--- config.mk ---
export PLATFORM = sky130hd
export DESIGN_NAME = pixel_capture_fifo
export DESIGN_NICKNAME = d
export VERILOG_FILES = /design/src/rtl/pixel_capture_fifo.sv
export SDC_FILE = /design/constraint.sdc
export NUM_CORES = 1
export LEC_CHECK = 0
export CAP_MARGIN = 40
export CORE_ASPECT_RATIO = 1.4
export CORE_MARGIN = 5
export CORE_UTILIZATION = 35
export CTS_BUF_LIST = sky130_fd_sc_hd__clkbuf_4 sky130_fd_sc_hd__clkbuf_8 sky130_fd_sc_hd__clkbuf_16
export DETAILED_ROUTE_END_ITERATION = 10
export PLACE_DENSITY = 0.57
export SYNTH_ARGS = -nofsm -noshare
export SYNTH_HDL_FRONTEND = slang
export SYNTH_SLANG_ARGS = --single-unit
export TNS_END_PERCENT = 50
--- constraint.sdc ---
create_clock -name clk -period 13.6 [get_ports clk]
set_input_delay 2.72 -clock clk [delete_from_list [all_inputs] [get_ports clk]]
set_output_delay 2.72 -clock clk [all_outputs]
set_load 0.01 [all_outputs]
--- src/rtl/pixel_capture_fifo.sv ---
// Pixel capture front end for the CRT write port.
// Latches upstream pixel coordinates while pixel_valid is high, commits one
// pixel per pulse on its falling edge, range-checks it, and queues it in a
// small FIFO whose head is presented as registered wr_* outputs.
module pixel_capture_fifo #(
  parameter int FIFO_DEPTH = 8,
  parameter int X_LIMIT    = 640,
  parameter int Y_LIMIT    = 480
) (
  input  logic                         clk,
  input  logic                         rst_n,
  input  logic [9:0]                   pixel_x,
  input  logic [9:0]                   pixel_y,
  input  logic [2:0]                   pixel_brightness,
  input  logic                         pixel_valid,
  output logic                         wr_valid,
  input  logic                         wr_ready,
  output logic [9:0]                   wr_x,
  output logic [9:0]                   wr_y,
  output logic [2:0]                   wr_brightness,
  output logic [$clog2(FIFO_DEPTH):0]  fifo_level,
  output logic [15:0]                  accepted_count,
  output logic [15:0]                  dropped_count,
  output logic [15:0]                  rejected_count
);

  localparam int AW = $clog2(FIFO_DEPTH);
  localparam int LW = AW + 1;
  localparam int EW = 23;
  localparam logic [31:0] X_LIM = X_LIMIT;
  localparam logic [31:0] Y_LIM = Y_LIMIT;

  logic          s1, s2;
  logic [9:0]    hold_x, hold_y;
  logic [2:0]    hold_b;
  logic [AW-1:0] wr_ptr, rd_ptr, rd_ptr_nxt;
  logic [EW-1:0] mem [FIFO_DEPTH];

  logic          commit, in_range, full, pop, push, drop, reject;
  logic [LW-1:0] level_nxt, level_after_pop;
  logic [EW-1:0] head_nxt;

  function automatic logic [15:0] sat_inc(input logic [15:0] v, input logic en);
    if (en && v != 16'hFFFF) return v + 16'd1;
    return v;
  endfunction

  // Falling-edge detect on pixel_valid and holding register (last high sample wins)
  always_ff @(posedge clk or negedge rst_n) begin
    if (!rst_n) begin
      s1     <= 1'b0;
      s2     <= 1'b0;
      hold_x <= '0;
      hold_y <= '0;
      hold_b <= '0;
    end else begin
      s1 <= pixel_valid;
      s2 <= s1;
      if (pixel_valid) begin
        hold_x <= pixel_x;
        hold_y <= pixel_y;
        hold_b <= pixel_brightness;
      end
    end
  end

  // Push/pop decisions and next head entry; a push into an empty FIFO only
  // becomes visible after the push edge, never combinationally.
  always_comb begin
    commit          = s2 & ~s1;
    in_range        = (32'(hold_x) < X_LIM) && (32'(hold_y) < Y_LIM);
    full            = (fifo_level == LW'(FIFO_DEPTH));
    pop             = wr_valid & wr_ready;
    push            = commit & in_range & (~full | pop);
    drop            = commit & in_range & full & ~pop;
    reject          = commit & ~in_range;
    level_after_pop = fifo_level - LW'(pop);
    level_nxt       = level_after_pop + LW'(push);
    rd_ptr_nxt      = rd_ptr + AW'(pop);
    head_nxt        = {wr_x, wr_y, wr_brightness};
    if (level_after_pop != '0)
      head_nxt = mem[rd_ptr_nxt];
    else if (push)
      head_nxt = {hold_x, hold_y, hold_b};
  end

  // Entry storage; validity is defined by pointers and level only
  always_ff @(posedge clk) begin
    if (push)
      mem[wr_ptr] <= {hold_x, hold_y, hold_b};
  end

  // Pointers, level, registered head outputs and statistics
  always_ff @(posedge clk or negedge rst_n) begin
    if (!rst_n) begin
      wr_ptr         <= '0;
      rd_ptr         <= '0;
      fifo_level     <= '0;
      wr_valid       <= 1'b0;
      wr_x           <= '0;
      wr_y           <= '0;
      wr_brightness  <= '0;
      accepted_count <= '0;
      dropped_count  <= '0;
      rejected_count <= '0;
    end else begin
      wr_ptr         <= wr_ptr + AW'(push);
      rd_ptr         <= rd_ptr_nxt;
      fifo_level     <= level_nxt;
      wr_valid       <= (level_nxt != '0);
      {wr_x, wr_y, wr_brightness} <= head_nxt;
      accepted_count <= sat_inc(accepted_count, push);
      dropped_count  <= sat_inc(dropped_count, drop);
      rejected_count <= sat_inc(rejected_count, reject);
    end
  end

endmodule

==> run_results.csv, run 1 <==
group,metric,value,unit
outcome,status,"finished, final reports clean",
die,ios,103,
grt,overflow,0,
route,wl,24.4,mm
critical_path,end_kind,"register",
die,dieArea,37300,sq um
final_layout,area_delta_synth_final,23.4,%
final_layout,final_area,14500,sq um
power,ir_drop,0.110,mV
clocking,clkSinkCount,291,
synth,synth.distinct_cells,42,
synth,synth_edf_count,184,
synth,synth_ff_type,"edfxtp_1",
sta,finalSetupViolations,0,
sta,slew_headroom,47.3,%
grt,grt_pass1_wl,38.6,mm
synth,synth_fp_nets,698,
place,place_hpwl,15.6,mm
worst_hold_path,hold_class,"reg -> reg",
power,p_leak,5.34,nW
grt,grt_pass1_vias,6564,
die,core,33200,sq um
die,row_count,79,
synth,syn_inst,660,
sta,period_share,36.3,%
clocking,hold_buffers,0,
synth,synth_warnings,0,
route,ant_nets,0,
sta,rsz0062_at_grt,"false",
critical_path,crit_required,14020,ps
synth,ys_async_sr_fraction,36.8,%
clocking,clock_latency,550,ps
critical_path,path_class,"in -> reg",
critical_path,cp_data_arrival_time,5360,ps
sta,clock-skew-final,14.0,ps
die,die_w,165,microns
sta,drv_slew,0,
place,portBuffers,102,
sta,tns,0,ps
place,dpl_cell_area,13500,sq um
sta,fin_hold_ws,380,ps
synth,synth_area,11700,sq um
final_layout,drive_gt1_share,20.5,%
route,first_pass_iters,4,
synth,avgSynthCellArea,17.8,sq um
route,drt_iter0_markers,401,
grt,antenna_found_initial,0,
clocking,root_buffer,"clkbuf_16",
route,vias_per_cell,4.85,
critical_path,path_max_fanout,41,
power,power_density,193,nW/um^2
clocking,ctsHtreeMaxLevel,1,
place,gp_congestion,0.757,
synth,synth_area_leaders,"edfxtp_1 (47%), dfrtp_1 (23%), mux4_2 (8.8%)",
sta,worst_slack,8670,ps
final_layout,antenna_cells,0,
route,vias,6114,
clocking,ctsResizeCount,0,
run,maxCapViolCount,0,
die,die_h,227,microns
clocking,cts_tree,"built",
grt,track_usage,13.3,%
critical_path,start_kind,"input pin",
die,initial_core_util,35.3,%
route,wire_per_inst,19.3,microns
synth,synth_seq_cells,291,
sta,worst_pin_slew,787,ps
final_layout,final_nets,830,
sta,hold_viol,0,
clocking,cts_buffer_depth,3,
synth,yosysTopAreaCell,"edfxtp_1",
clocking,cts_setup_buffers,0,
sta,fmax,0.203,GHz
grt,grt_max_degree,48,
synth,ys_seq_area_share,70.0,%
place,post-place-ws,8110,ps
clocking,numCtsBuffers,30,
sta,fin_crit,4930,ps
clocking,clk_pin_slew,50,ps
synth,synth_top_area_share,47.1,%
route,drc,0,
[metrics by stage]
| step | power [mW] | utilization, % | cells |
|---|---|---|---|
| 5_1_grt | 2.96 | 43.6 | 1261 |
| 2_1_floorplan | 1.71 | - | 660 |
| 3_3_place_gp | 2.01 | 40.3 | 1200 |
| 3_5_place_dp | 2.04 | 40.6 | 1205 |
| 4_1_cts | 2.85 | 43.6 | 1261 |
| 6_report | 2.80 | 43.6 | 1261 |
[power breakdown]
| part | switching [mW] | leakage [nW] | internal (mW) |
|---|---|---|---|
| Clock | 0.325 | 0.487 | 0.474 |
| Combinational | 0.395 | 1.85 | 0.466 |
| Sequential | 0.0914 | 3.00 | 1.05 |
| Total | 0.811 | 5.34 | 1.99 |
[kinds of logic (layout without fill, tap and decap cells)]
| kind of cell | after synthesis | after routing | synth area share, % |
|---|---|---|---|
| xor gates and xnor gates | 45 | 45 | 3.36 |
| buffers and inverters | 31 | 187 | 1.15 |
| adders and majority gates | 11 | 11 | 1.17 |
| muxes | 143 | 143 | 17.4 |
| DFF | 291 | 291 | 70.0 |
| and+or+nand+nor | 128 | 128 | 6.18 |
| AOI/OAI and AO/OA | 11 | 11 | 0.694 |
[sequential cells by signal, summed over array words and instances, names as in the netlist, 10 cells and up]
name            flops
mem               184
accepted_count     16
dropped_count      16
rejected_count     16
hold_x             10
hold_y             10
wr_x               10
wr_y               10
[layout make-up]
type / count / area [sq um]
Inverter: 8 / 30.0
Timing Repair Buffer: 123 / 1230
Tap cell: 445 / 557
Clock inverter: 12 / 81.3
Fill cell: 3013 / 18700
Multi-Input combinational cell: 338 / 3470
Clock buffer: 44 / 898
Sequential cell: 291 / 8200
[routing by layer]
metal / vias to the layer above / part of all wire (%) / track usage, %
met2: 94 / 54 / 24.0
met1: 3158 / 40 / 16.3
li1: 2831 / - / -
met3: 31 / 4.0 / 2.22
met4: 0 / 1.9 / 3.81
met5: - / 0 / 0
[critical path, cell delays in order]
cell	delay (ps)
clkdlybuf4s50_1	400
nand2_1	100
nand4b_1	150
nand2_2	80
buf_4	540
inv_1	290
ha_1	300
ha_1	190
xnor2_1	180
xnor2_1	110
nor3_1	150
o21ai_0	100
[worst paths after layout]
check / start / to / slack [ps] / depth (start not counted)
max in group asynchronous: rst_n / hold_x[5] / 10350 / 3
worst min-delay path: s1 / s2 / 380 / 0
worst min register to register: s1 / s2 / 380 / 0
worst max-delay path: wr_ready / wr_valid / 8670 / 12
worst max register to register: hold_y[5] / mem[6][18] / 10330 / 8
min in group asynchronous: rst_n / accepted_count[4] / 2120 / 1
[cell usage after synthesis, types with 2 or more instances]
master,n
and3_1,6
nor2_1,18
nor4_1,10
and4_1,3
xor2_1,24
nor4b_1,3
nor3b_1,3
xnor2_1,21
nor3_1,11
inv_1,8
nor3_2,4
edfxtp_1,184
nand2_1,25
dfrtp_1,107
mux4_2,46
o21a_1,2
mux2_2,29
ha_1,11
mux2i_1,68
nor2b_1,2
nand3_1,16
a21oi_1,4
buf_2,15
clkbuf_1,7
nand2b_1,2
nand4_1,15
[cells in the final DEF, fill, tap and decap left out, drive strengths merged, types with 21 or more instances in the layout]
cell type	count
buf	22
clkbuf	44
clkdlybuf4s50	101
dfrtp	107
edfxtp	184
mux2	29
mux2i	68
mux4	46
nand2	26
xnor2	21
xor2	24
No activity file was read; power rests on OpenSTA's default activity.
==> inputs of run 2 (changes only) <==
==> constraint.sdc (replaced) <==
create_clock -name clk -period 4.55 [get_ports clk]
set_input_delay 0.91 -clock clk [delete_from_list [all_inputs] [get_ports clk]]
set_output_delay 0.91 -clock clk [all_outputs]
set_load 0.01 [all_outputs]
==> run_results.csv, run 2 (synthesis results as in run 1) <==
group,metric,value,unit
place,portBuffers,102,
final_layout,drive_gt1_share,21.0,%
run,maxCapViolCount,0,
grt,grt_pass1_wl,38.8,mm
critical_path,end_kind,"register",
outcome,status,"finished, final reports clean",
clocking,cts_setup_buffers,0,
grt,grt_max_degree,60,
grt,track_usage,13.5,%
sta,finalSetupViolations,0,
critical_path,start_kind,"register",
place,gp_congestion,0.716,
die,die_h,227,microns
clocking,numCtsBuffers,29,
clocking,ctsHtreeMaxLevel,1,
critical_path,cp_cell_sequence,"a41oi_2 -> and3_2 -> nand2_2 -> inv_1 -> nand2_1 -> nor2_2 -> buf_12",
power,power_density,571,nW/um^2
final_layout,area_delta_synth_final,23.3,%
grt,antenna_found_initial,0,
sta,slew_headroom,47.2,%
final_layout,final_util,43.5,%
route,vias_per_cell,4.87,
sta,hold_viol,0,
die,row_count,79,
final_layout,layout_common_cells,"edfxtp_1 (184), dfrtp_1 (107), clkdlybuf4s50_1 (101)",
clocking,cts_buffer_depth,3,
sta,clock-skew-final,18.5,ps
critical_path,path_class,"reg -> reg",
die,initial_core_util,35.3,%
final_layout,final_common_cell,"edfxtp_1",
place,place_hpwl,15.8,mm
die,ios,103,
worst_hold_path,hold_class,"in -> async",
die,core,33200,sq um
sta,fin_crit,2970,ps
clocking,hold_buffers,0,
grt,grt_pass1_vias,6470,
sta,fin_hold_ws,199,ps
critical_path,cp_data_arrival_time,3210,ps
route,ant_nets,0,
sta,fmax,0.337,GHz
clocking,root_buffer,"clkbuf_16",
critical_path,path_max_fanout,17,
critical_path,max_stage_delay,560,ps
route,wl,25.0,mm
final_layout,final_nets,830,
critical_path,crit_required,4790,ps
route,wire_per_inst,19.8,microns
sta,drv_slew,0,
critical_path,cp_slowest_cell,"nor2_2",
final_layout,largest_register_ffs,184,
route,drc,0,
route,drt_iter0_markers,360,
final_layout,largest-register,"mem",
final_layout,antenna_cells,0,
sta,rsz0062_at_grt,"false",
die,die_w,165,microns
sta,period_share,65.2,%
route,vias,6129,
sta,worst_pin_slew,788,ps
clocking,clkSinkCount,291,
power,p_leak,5.32,nW
sta,tns,0,ps
clocking,cts_tree,"built",
clocking,clk_pin_slew,60,ps
power,p_total,8.25,mW
clocking,clock_latency,550,ps
route,first_pass_iters,4,
die,dieArea,37300,sq um
power,ir_drop,0.333,mV
clocking,ctsResizeCount,0,
grt,overflow,0,
## run 2: cell count changes in the layout (fill, tap and decap cells not counted), moves of 2 or more
cell / previous run / this run
buf_12: 1 / 7
clkinv_1: 8 / 2
clkinv_2: 1 / 6
buf_4: 19 / 15
clkbuf_4: 9 / 5
clkinvlp_4: 1 / 4
clkbuf_16: 31 / 29
clkinv_4: 1 / 3
## run 2: cell type report
cell class	instances	area (sq um)
Fill cell	2966	18800
Sequential cell	291	8200
Multi-Input combinational cell	338	3460
Timing Repair Buffer	124	1290
Clock buffer	38	818
Tap cell	445	557
Clock inverter	15	93.8
Inverter	8	30.0
## run 2: final timing paths
kind | slack (ps) | cells after the start | from | endpoint
hold reg to reg | 390 | 0 | s1 | s2
setup reg to reg | 1580 | 7 | hold_y[5] | mem[7][21]
setup / recovery | 1580 | 7 | hold_y[5] | mem[7][21]
min in group clk | 390 | 0 | s1 | s2
hold / removal | 200 | 1 | rst_n | accepted_count[10]
max in group asynchronous | 3780 | 2 | rst_n | wr_x[4]
## run 2: power breakdown
group / switching (mW) / internal [mW] / total (mW) / leakage, nW
clock: 0.994 / 1.27 / 2.26 / 0.449
combinational: 1.14 / 1.43 / 2.57 / 1.87
sequential: 0.288 / 3.13 / 3.41 / 3.00
## run 2: routing by layer
layer,wire [microns],vias up,track usage [%]
met4,545,0,4.00
met5,0,-,0
met3,941,35,1.85
met2,13400,103,24.5
met1,10100,3162,16.8
li1,-,2829,-
## run 2: per-stage QoR
stage               instances  cell area (sq um)  setup slack [ps]
detailed placement       1206              13500              1100
CTS                      1259              14500              1480
floorplan                 660              11700              68.4
global route             1259              14500              1320
global placement         1205              13500              1100
finish                   1259              14500              1580
## run 2: worst max-delay path, delay by kind of cell, from the launching register on
family	cells	cell delay [ps]
DFF	1	510
and+or+nand+nor	4	1280
AOI/OAI and AO/OA	1	360
buffers and inverters	2	500
==> inputs of run 3 (changes only) <==
==> constraint.sdc (replaced) <==
create_clock -name clk -period 3.1 [get_ports clk]
set_input_delay 0.62 -clock clk [delete_from_list [all_inputs] [get_ports clk]]
set_output_delay 0.62 -clock clk [all_outputs]
set_load 0.01 [all_outputs]
==> run_results.csv, run 3 (synthesis results as in run 1) <==
group,metric,value,unit
critical_path,cp_slowest_cell,"dfrtp_1",
final_layout,largest_register_ffs,184,
critical_path,path_class,"reg -> reg",
sta,tns,0,ps
die,row_count,79,
grt,grt_pass1_wl,38.9,mm
final_layout,final_area,14700,sq um
critical_path,r2r_slack,430,ps
clocking,cts_buffer_depth,3,
power,comb_power_share,31.9,%
place,dpl_cell_area,13700,sq um
route,drc,0,
critical_path,path_max_fanout,11,
clocking,hold_buffers,0,
clocking,root_buffer,"clkbuf_16",
place,gp_congestion,0.772,
route,ant_nets,0,
final_layout,antenna_cells,0,
worst_hold_path,hold_class,"in -> async",
grt,track_usage,13.5,%
clocking,ctsResizeCount,0,
clocking,numCtsBuffers,28,
critical_path,start_kind,"register",
grt,grt_pass1_vias,6476,
final_layout,final_util,44.1,%
final_layout,nFillCells,2973,
critical_path,cp_cell_sequence,"a41oi_2 -> and3_2 -> nand2_2 -> inv_1 -> ha_1 -> nand2b_1 -> or3b_2 -> a21oi_1 -> o21a_1 -> o21ai_0",
final_layout,area_delta_synth_final,25.0,%
power,p_leak,5.41,nW
final_layout,seqCellArea,8200,sq um
route,vias_per_cell,4.96,
grt,antenna_found_initial,0,
critical_path,end_kind,"register",
sta,slew_headroom,61.0,%
place,place_hpwl,15.3,mm
sta,worst_pin_slew,580,ps
route,wl_met2,12.6,mm
power,ir_drop,0.482,mV
die,initial_core_util,35.3,%
critical_path,cp_data_arrival_time,3080,ps
die,core,33200,sq um
route,drt_iter0_markers,436,
final_layout,final_nets,835,
clocking,ctsHtreeMaxLevel,1,
sta,fin_crit,2670,ps
power,p_int,8.89,mW
power,power_density,854,nW/um^2
power,p_switching,3.62,mW
run,maxCapViolCount,0,
clocking,clkSinkCount,291,
sta,finalSetupViolations,0,
grt,grt_max_degree,39,
clocking,clk_pin_slew,60,ps
sta,drv_slew,0,
clocking,cts_tree,"built",
route,wire_per_inst,19.7,microns
sta,fin_hold_ws,63.2,ps
critical_path,cp-startpoint,"hold_y[5]",
power,switching_share,29.0,%
critical_path,reg2reg_to,"wr_valid",
clocking,cts_setup_buffers,0,
power,p_clk_share,28.1,%
die,die_h,227,microns
sta,fmax,0.375,GHz
grt,overflow,0,
final_layout,multi_input_area,3490,sq um
clocking,clock_latency,540,ps
final_layout,layout_common_cells,"edfxtp_1 (184), dfrtp_1 (107), clkdlybuf4s50_1 (101)",
critical_path,max_stage_delay,510,ps
critical_path,reg2reg_depth,10,
route,wl_met1,10.9,mm
final_layout,largest-register,"mem",
outcome,status,"finished, final reports clean",
sta,rsz0062_at_grt,"false",
route,wl,24.9,mm
route,first_pass_iters,4,
sta,clock-skew-final,9.22,ps
final_layout,drive_gt1_share,20.9,%
route,vias,6268,
sta,hold_viol,0,
place,portBuffers,102,
sta,period_share,86.0,%
critical_path,timing.rr.start,"hold_y[5]",
die,ios,103,
route,top_layer,"met4",
route,met3_length,1.11,mm
critical_path,crit_required,3520,ps
power,pwr-share-seq,39.9,%
die,dieArea,37300,sq um
die,die_w,165,microns
final_layout,final_common_cell,"edfxtp_1",
[run 3: cell types whose count changed in the layout (fill, tap and decap cells not counted), sizes merged]
cell	delta
clkinvlp	-3
clkbuf	-4
clkinv	+2
buf	+6
bufinv	+4
[run 3: power groups by stage]
stage	combinational, mW	sequential [mW]	clock [mW]
after floorplan	2.46	5.05	0
after global placement	4.06	5.08	0
after detailed placement	4.09	5.09	0
after CTS	4.12	5.01	3.63
after global routing	4.35	5.06	3.78
final	3.99	5.00	3.52
[run 3: worst max path at each step]
stage / end / slack, ps / cells past startpoint
CTS: wr_valid / 400 / 10
floorplan: mem[3][0] / -340 / 6
global route: wr_valid / 230 / 10
detailed placement: wr_valid / 140 / 11
finish: wr_valid / 430 / 10
global placement: wr_valid / 220 / 11
[run 3: final cells by class]
type                    instances  area share [%]
clock inverters                18            1.26
flip-flops and latches        291            56.0
multi-input cells             338            23.8
well taps                     445            3.80
clock buffers                  34            5.25
repair buffers                130            9.67
inverters                       8           0.205
[run 3: stage by stage]
stage | worst slack, ps | instances | total power, mW
3_5_place_dp | 144 | 1212 | 9.18
5_1_grt | 232 | 1264 | 13.2
3_3_place_gp | 217 | 1212 | 9.14
2_1_floorplan | -336 | 660 | 7.51
6_report | 435 | 1264 | 12.5
4_1_cts | 396 | 1264 | 12.8
[run 3: layer usage]
| layer | track usage, % | up-vias |
|---|---|---|
| met3 | 2.07 | 35 |
| met4 | 3.28 | 0 |
| met2 | 22.7 | 108 |
| li1 | - | 2838 |
| met1 | 18.6 | 3287 |
| met5 | 0 | - |
[run 3: worst max-delay path: cells and delay by family, from the launching register on]
family,cells,cell delay (ps)
simple gates,4,940
compound gates,4,840
fa+ha+maj,1,170
buf+inv,1,90
flops,1,510
